<file path="config.mk">
export PLATFORM = sky130hd
export DESIGN_NAME = alu_seq
export DESIGN_NICKNAME = d
export VERILOG_FILES = /design/src/rtl/alu_seq.sv
export SDC_FILE = /design/constraint.sdc
export NUM_CORES = 2
export LEC_CHECK = 0
export CORE_MARGIN = 2
export CORE_UTILIZATION = 40
export CTS_BUF_LIST = sky130_fd_sc_hd__clkbuf_4 sky130_fd_sc_hd__clkbuf_8
export CTS_CLUSTER_DIAMETER = 50
export DETAILED_ROUTE_END_ITERATION = 8
export PLACE_DENSITY = 0.58
export SYNTH_ARGS = -nofsm -noshare
export SYNTH_HDL_FRONTEND = slang
export SYNTH_SLANG_ARGS = --single-unit
export TNS_END_PERCENT = 10
</file>
<file path="constraint.sdc">
create_clock -name clk_i -period 6.3 [get_ports clk_i]
set_input_delay 1.26 -clock clk_i [delete_from_list [all_inputs] [get_ports clk_i]]
set_output_delay 1.26 -clock clk_i [all_outputs]
set_load 0.01 [all_outputs]
</file>
<file path="src/rtl/alu_seq.sv">
// alu_seq: integer execute unit. Single-cycle ALU ops plus iterative
// multiply (MUL_BPC multiplier bits per cycle) and restoring divide, behind
// valid/ready request and response ports.
module alu_seq #(
    parameter int XLEN    = 32,
    parameter int MUL_BPC = 2,
    parameter int TAG_W   = 5
) (
    input  logic             clk_i,
    input  logic             rst_ni,
    input  logic             flush_i,
    input  logic             req_valid_i,
    output logic             req_ready_o,
    input  logic [4:0]       req_op_i,
    input  logic [XLEN-1:0]  req_a_i,
    input  logic [XLEN-1:0]  req_b_i,
    input  logic [TAG_W-1:0] req_tag_i,
    output logic             resp_valid_o,
    input  logic             resp_ready_i,
    output logic [XLEN-1:0]  resp_p_o,
    output logic [TAG_W-1:0] resp_tag_o,
    output logic             busy_o
);

    localparam int SW = $clog2(XLEN);
    localparam int CW = $clog2(XLEN) + 1;
    localparam logic [CW-1:0]   MUL_LAST = CW'(XLEN / MUL_BPC - 1);
    localparam logic [CW-1:0]   DIV_LAST = CW'(XLEN);
    localparam logic [XLEN-1:0] MIN_V    = {1'b1, {(XLEN-1){1'b0}}};
    localparam logic [XLEN-1:0] ONES     = '1;

    typedef enum logic [1:0] {S_IDLE, S_MUL, S_DIV, S_DONE} state_t;

    typedef struct packed {
        logic [4:0]       op;
        logic [XLEN-1:0]  a;
        logic [XLEN-1:0]  b;
        logic [TAG_W-1:0] tag;
    } req_t;

    function automatic logic [XLEN-1:0] alu_fn(input logic [4:0] op,
                                               input logic [XLEN-1:0] a,
                                               input logic [XLEN-1:0] b);
        logic [SW-1:0]   sh;
        logic [XLEN-1:0] r;
        sh = b[SW-1:0];
        case (op)
            5'd1:    r = a - b;
            5'd2:    r = a & b;
            5'd3:    r = a | b;
            5'd4:    r = a ^ b;
            5'd5:    r = a << sh;
            5'd6:    r = a >> sh;
            5'd7:    r = $unsigned($signed(a) >>> sh);
            5'd8:    r = XLEN'(a < b);
            5'd9:    r = XLEN'(a >= b);
            5'd10:   r = XLEN'($signed(a) < $signed(b));
            5'd11:   r = XLEN'($signed(a) >= $signed(b));
            5'd12:   r = XLEN'(a == b);
            5'd13:   r = XLEN'(a != b);
            5'd14:   r = b;
            default: r = a + b;
        endcase
        return r;
    endfunction

    function automatic logic [XLEN-1:0] mag(input logic [XLEN-1:0] v, input logic neg);
        return neg ? -v : v;
    endfunction

    req_t   req;
    state_t state_q, state_d, tgt;
    logic   accept, is_mul, is_div, div_sgn, div_rem, div_zero, div_ovf;
    logic   mul_a_neg, mul_b_neg, div_a_neg, div_b_neg;
    logic [XLEN-1:0] fast_p;

    logic [4:0]        op_q;
    logic [TAG_W-1:0]  tag_q;
    logic [CW-1:0]     cnt_q;
    logic [2*XLEN-1:0] acc_q, mcand_q, acc_nxt, mul_full;
    logic [XLEN-1:0]   mplier_q, rem_q, quo_q, dvs_q;
    logic              qneg_q, rneg_q;
    logic [XLEN:0]     rem_sh, diff;
    logic [XLEN-1:0]   rem_nxt, quo_nxt, mul_p, div_p;
    logic              resp_valid_q;
    logic [XLEN-1:0]   resp_p_q;
    logic [TAG_W-1:0]  resp_tag_q;

    assign req       = {req_op_i, req_a_i, req_b_i, req_tag_i};
    assign req_ready_o = rst_ni & ~flush_i &
                         ((state_q == S_IDLE) | ((state_q == S_DONE) & resp_ready_i));
    assign accept    = req_valid_i & req_ready_o;
    assign is_mul    = (req.op[4:2] == 3'b100);
    assign is_div    = (req.op[4:2] == 3'b101);
    assign div_sgn   = ~req.op[0];
    assign div_rem   = req.op[1];
    assign div_zero  = (req.b == '0);
    assign div_ovf   = div_sgn & (req.a == MIN_V) & (req.b == ONES);
    assign mul_a_neg = (req.op[1:0] != 2'b11) & req.a[XLEN-1];
    assign mul_b_neg = ~req.op[1] & req.b[XLEN-1];
    assign div_a_neg = div_sgn & req.a[XLEN-1];
    assign div_b_neg = div_sgn & req.b[XLEN-1];

    // Divide special cases resolve at accept time, so they share the ALU path.
    assign fast_p = !is_div  ? alu_fn(req.op, req.a, req.b) :
                    div_zero ? (div_rem ? req.a : ONES) :
                               (div_rem ? '0 : MIN_V);
    assign tgt    = is_mul ? S_MUL : (is_div & ~(div_zero | div_ovf)) ? S_DIV : S_DONE;

    // Shift-add step on magnitudes: retire MUL_BPC multiplier bits.
    always_comb begin
        acc_nxt = acc_q;
        for (int j = 0; j < MUL_BPC; j++)
            if (mplier_q[j]) acc_nxt = acc_nxt + (mcand_q << j);
    end

    assign mul_full = qneg_q ? -acc_nxt : acc_nxt;
    assign mul_p    = (op_q[1:0] == 2'b00) ? mul_full[XLEN-1:0] : mul_full[2*XLEN-1:XLEN];
    assign rem_sh   = {rem_q, quo_q[XLEN-1]};
    assign diff     = rem_sh - {1'b0, dvs_q};
    assign rem_nxt  = diff[XLEN] ? rem_sh[XLEN-1:0] : diff[XLEN-1:0];
    assign quo_nxt  = {quo_q[XLEN-2:0], ~diff[XLEN]};
    assign div_p    = op_q[1] ? (rneg_q ? -rem_q : rem_q) : (qneg_q ? -quo_q : quo_q);

    // Next-state logic; flush overrides everything.
    always_comb begin
        state_d = state_q;
        case (state_q)
            S_IDLE:  if (accept) state_d = tgt;
            S_MUL:   if (cnt_q == MUL_LAST) state_d = S_DONE;
            S_DIV:   if (cnt_q == DIV_LAST) state_d = S_DONE;
            S_DONE:  if (resp_ready_i) state_d = accept ? tgt : S_IDLE;
            default: state_d = S_IDLE;
        endcase
        if (flush_i) state_d = S_IDLE;
    end

    // State register.
    always_ff @(posedge clk_i or negedge rst_ni) begin
        if (!rst_ni) state_q <= S_IDLE;
        else         state_q <= state_d;
    end

    // Operand capture, iteration datapath and response registers.
    always_ff @(posedge clk_i or negedge rst_ni) begin
        if (!rst_ni) begin
            op_q <= '0; tag_q <= '0; cnt_q <= '0;
            acc_q <= '0; mcand_q <= '0; mplier_q <= '0;
            rem_q <= '0; quo_q <= '0; dvs_q <= '0;
            qneg_q <= 1'b0; rneg_q <= 1'b0;
            resp_valid_q <= 1'b0; resp_p_q <= '0; resp_tag_q <= '0;
        end else if (flush_i) begin
            resp_valid_q <= 1'b0;
        end else begin
            if (accept) begin
                op_q     <= req.op;
                tag_q    <= req.tag;
                cnt_q    <= '0;
                acc_q    <= '0;
                mcand_q  <= {{XLEN{1'b0}}, mag(req.a, mul_a_neg)};
                mplier_q <= mag(req.b, mul_b_neg);
                rem_q    <= '0;
                quo_q    <= mag(req.a, div_a_neg);
                dvs_q    <= mag(req.b, div_b_neg);
                qneg_q   <= is_mul ? (mul_a_neg ^ mul_b_neg) : (div_a_neg ^ div_b_neg);
                rneg_q   <= div_a_neg;
                if (tgt == S_DONE) begin
                    resp_valid_q <= 1'b1;
                    resp_p_q     <= fast_p;
                    resp_tag_q   <= req.tag;
                end else begin
                    resp_valid_q <= 1'b0;
                end
            end else if ((state_q == S_DONE) && resp_ready_i) begin
                resp_valid_q <= 1'b0;
            end
            if (state_q == S_MUL) begin
                acc_q    <= acc_nxt;
                mcand_q  <= mcand_q << MUL_BPC;
                mplier_q <= mplier_q >> MUL_BPC;
                cnt_q    <= cnt_q + CW'(1);
                if (cnt_q == MUL_LAST) begin
                    resp_valid_q <= 1'b1;
                    resp_p_q     <= mul_p;
                    resp_tag_q   <= tag_q;
                end
            end
            if (state_q == S_DIV) begin
                if (cnt_q != DIV_LAST) begin
                    rem_q <= rem_nxt;
                    quo_q <= quo_nxt;
                    cnt_q <= cnt_q + CW'(1);
                end else begin
                    // Sign fix cycle.
                    resp_valid_q <= 1'b1;
                    resp_p_q     <= div_p;
                    resp_tag_q   <= tag_q;
                end
            end
        end
    end

    assign resp_valid_o = resp_valid_q;
    assign resp_p_o     = resp_p_q;
    assign resp_tag_o   = resp_tag_q;
    assign busy_o       = (state_q == S_MUL) | (state_q == S_DIV);

endmodule

</file>
==> metrics.log <==
INFO  metric initialDrtViolationCount = between 5000 and 6000
INFO  metric portion_of_the_clock_cycle_consumed_by_the_worst_path_in_the_final_layout = 103%
INFO  metric routed-via-count = about 51000
INFO  metric tritoncts_sinks = a little over 300
INFO  metric postRouteAntennaNets = 0
INFO  metric slew-limit-headroom = roughly 22%
INFO  metric synthCells = 5738
INFO  metric synthMuxAreaShare = approximately 5.2%
INFO  metric timing.final.setup_violations = 7
INFO  metric leakage = 23.3 nW
INFO  metric drt_wl_total = 227 mm
INFO  metric timing.hold.ws = approximately 0.47 ns
INFO  metric worst_path_largest_cell_delay = 0.53 ns
INFO  metric synth.cell_area = 0.0407 sq mm
INFO  metric layout.area.seq = 0.00779 sq mm
INFO  metric run_status = finished with violations
INFO  metric max-cap-violations = 0
INFO  metric worstSetupStartpointType = flop
INFO  metric tightest_slew = around 1.2 ns
INFO  metric vdd_ir_drop_max = about 330 uV
INFO  metric die_height = around 320 um
INFO  metric synth-compound-area-share = approximately a third
INFO  metric cts.hold.buffers_added = 0
INFO  metric yosys.cell_count.top_type = nand2_1
INFO  metric cts.htree.levels = 3
INFO  metric layout_cells_sized_above_1 = between 20% and 30%
INFO  metric timing.critical_path.required = just under 7 ns
INFO  metric die-width = 323 um
INFO  metric antenna_violations_before_repair = 8
INFO  metric most_repeated_library_cell_on_the_critical_path = buf_4
INFO  metric hold_class = primary input to asynchronous set/reset pin
INFO  metric powerDensity = about 470 mW/mm^2
INFO  metric ys.warnings.count = 0
INFO  metric finalInstanceArea = around 0.054 sq mm
INFO  metric finalSetupTns = -0.620 ns
INFO  metric cts_tree = yes
INFO  metric cts.root.buffer_cell = clkbuf_8
INFO  metric yosys_most_used_dff = dfrtp_1
INFO  metric hpwlAfterDp = approximately 180 mm
INFO  metric post-synth-top-area-cell = dfrtp_1
INFO  metric multiInputGateArea = 0.0321 sq mm
INFO  metric detailed_place.area = about 0.05 sq mm
INFO  metric first_global_vias = around 48000
INFO  metric switching_share = about half
INFO  metric io_pins = 119
INFO  metric utilization = 52.9%
INFO  metric finalHoldViolations = 0
INFO  metric synth_simple_gate_area_share = between 20% and 30%
INFO  metric yosys_top_cell_area_share = 19.1%
INFO  metric design_power = around 25 mW
INFO  metric grt_setup_unrepaired = yes
INFO  metric ys_ff_latch = ~310
INFO  metric synth_xor_area_share = under 10%
INFO  metric clkSlewWorstSetupHoldPaths = around 0.060 ns
INFO  metric cell_class_contributing_the_biggest_share_of_worst_path_delay = compound AO/OA/AOI/OAI gates
INFO  metric synth.cells.most_frequent = nand2_1 (716), o21ai_0 (641), a21oi_1 (570)
INFO  metric intPower = ~12 mW
INFO  metric worst-path-buf-inv = 10
INFO  metric violations_in_the_final_reports = setup timing
INFO  metric wl_per_cell = approximately 28 um
INFO  metric cp.arrival = between 7 and 8 ns
INFO  metric drt_first_pass_iters = 6
INFO  metric final_setup_margin = -0.194 ns
INFO  metric switchingPower = around 13 mW
INFO  metric period_minus_slack = roughly 6.5 ns
INFO  metric synth_sequential_area_ratio = about a fifth
INFO  metric grt_pass1_wl = around 320 mm
INFO  metric sequential_share_of_power = 14.2%
INFO  metric track_usage = roughly 42%
INFO  metric floorplan.core_area = between 0.1 and 0.15 sq mm
INFO  metric floorplan.initialDensity = between 40% and 50%
INFO  metric finClkSkew = ~0.05 ns
INFO  metric drv_slew = 0
INFO  metric cp_slowest_cell = o41a_1
INFO  metric synth.avg_cell_area = approximately 7 sq um
INFO  metric cts.path.max_buffers = 3
INFO  metric number_of_synthesized_flops_with_an_enable_pin = 0
INFO  metric worst_skew_pair.late_latency = 0.75 ns
INFO  metric design.die.area = ~0.10 sq mm
INFO  metric final_net_count = ~7000
INFO  metric synth_top_cells_by_area = dfrtp_1 (19%), ha_1 (8.2%), o21ai_0 (7.9%)
INFO  metric crit_fanout = 5
INFO  metric overflow = 0
INFO  metric clockPowerShare = 10.9%
INFO  metric routed_via_density = around 6.3
INFO  metric placement_rows = roughly 120
INFO  metric synthAdderAreaFrac = approximately 8.4%
INFO  metric grt_max_degree = 130
INFO  metric critical_path.startpoint = mcand_q[1]$_DFFE_PN0P_
INFO  metric layout-area-overhead-vs-synth = 31.6%
INFO  metric synthDistinctLibCells = 110
INFO  metric mappedNetlistNets = between 6000 and 7000
INFO  metric io_buffers = approximately 120
INFO  metric largest_family_of_logic_cells_by_synthesized_area = compound AO/OA/AOI/OAI gates
INFO  metric criticalPathCategory = flop to flop
INFO  metric ff_to_ff_start = mcand_q[1]$_DFFE_PN0P_
INFO  metric combinationalPowerShare = 74.8%
INFO  metric cts_buffers = 74
INFO  metric worstSetupEndpointType = flop
INFO  metric post-route-drc-count = 0
INFO  metric fillers = about 10000
INFO  metric gp_congestion = around 1.1
INFO  metric max_clock_freq = approximately 150 MHz
INFO  metric ys_async_sr_fraction = 100%
## worst register-to-register path, delay by kind of cell (launching register included)
family	cells	cell delay, ns
compound gates	12	3.07
buf+inv	10	1.48
simple gates	6	0.96
fa+ha+maj	2	0.50
flops	1	0.40
## repair_timing
item	in CTS	in global routing
pin swaps	38	46
setup buffers	17	15
resized for setup	153	129
setup endpoints to repair	35	35
gates cloned	0	0
## cells by family (layout without fill, tap and decap cells)
family	count (synthesis)	after routing
mux	157	157
other cells	0	6
buf+inv	605	1558
simple gates	2041	2041
flops	311	311
compound gates	2105	2105
xor+xnor	247	247
fa+ha+maj	272	272
## sequential cells by signal, indices dropped and copies added (netlist names), 2 cells and up
name and flops:
acc_q 64, mcand_q 64, dvs_q 32, mplier_q 32, quo_q 32, rem_q 32, resp_p_o 32, cnt_q 6
resp_tag_o 5, tag_q 5, op_q 2, state_q 2
## stage by stage
step           worst slack, ns  cells
2_1_floorplan          0.00892   5738
3_3_place_gp            -0.845   7899
3_5_place_dp            -0.908   7899
4_1_cts                -0.0301   8044
5_1_grt                 -0.478   8060
6_report                -0.194   8065
## layout by cell type (no fill, tap or decap), types with 38 or more instances in the layout
cell             count
clkdlybuf4s50_1    111
nor2_1             485
a22oi_1             38
or3_1               94
nand2b_1            50
o211ai_1            67
a21o_1              78
dfrtp_1            307
o21a_1              49
xnor2_1            170
ha_1               243
a221oi_1            38
buf_4             1100
o31ai_1             65
nor3_1             134
xor2_1              65
a211oi_1            44
nand2_1            711
nand3_1            157
a31oi_1             38
and3_1              45
mux2i_1             81
o21ai_1             49
a21oi_1            541
nand4_1             79
o21ai_0            604
inv_1              195
clkbuf_8            88
mux4_2              39
## per-layer routing
layer  routed length [um]  share of wire (%)  GRT usage (%)  up-vias
li1                     -                  -              -    23000
met1                90300                 40           52.8    24200
met2                98200                 43           65.6     2646
met3                17800                7.8           6.62      680
met4                20300                9.0           31.7        4
met5                   21             0.0093              0        -
## final cells by class
class / instances / share of cell area, %
Sequential cell: 311 / 14.5
Inverter: 201 / 1.41
Tap cell: 1368 / 3.19
Antenna cell: 6 / 0.0280
Clock buffer: 97 / 2.38
Multi-Input combinational cell: 4822 / 59.8
Clock inverter: 31 / 0.716
Timing Repair Buffer: 1229 / 17.9
## power by group through the flow
stage	registers (mW)	clock network [mW]	logic [mW]
detailed placement	3.55	0	17.4
finish	3.60	2.77	19.0
CTS	3.54	2.81	18.0
floorplan	3.27	0	9.34
global placement	3.53	0	17.3
global route	3.66	2.89	20.3
## path summary, 6_finish.rpt
check                                      endpoint  slack, ns  cells after the start
setup / recovery           resp_p_o[30]$_DFFE_PN0N_      -0.19                     30
hold / removal             mplier_q[23]$_DFFE_PN0P_       0.47                      1
setup reg to reg           resp_p_o[30]$_DFFE_PN0N_      -0.19                     30
hold reg to reg                tag_q[4]$_DFFE_PN0P_       0.48                      2
max in group asynchronous     acc_q[46]$_DFFE_PN0P_       3.93                      3
min in group clk_i             tag_q[4]$_DFFE_PN0P_       0.48                      2
No activity file was read; power rests on OpenSTA's default activity.
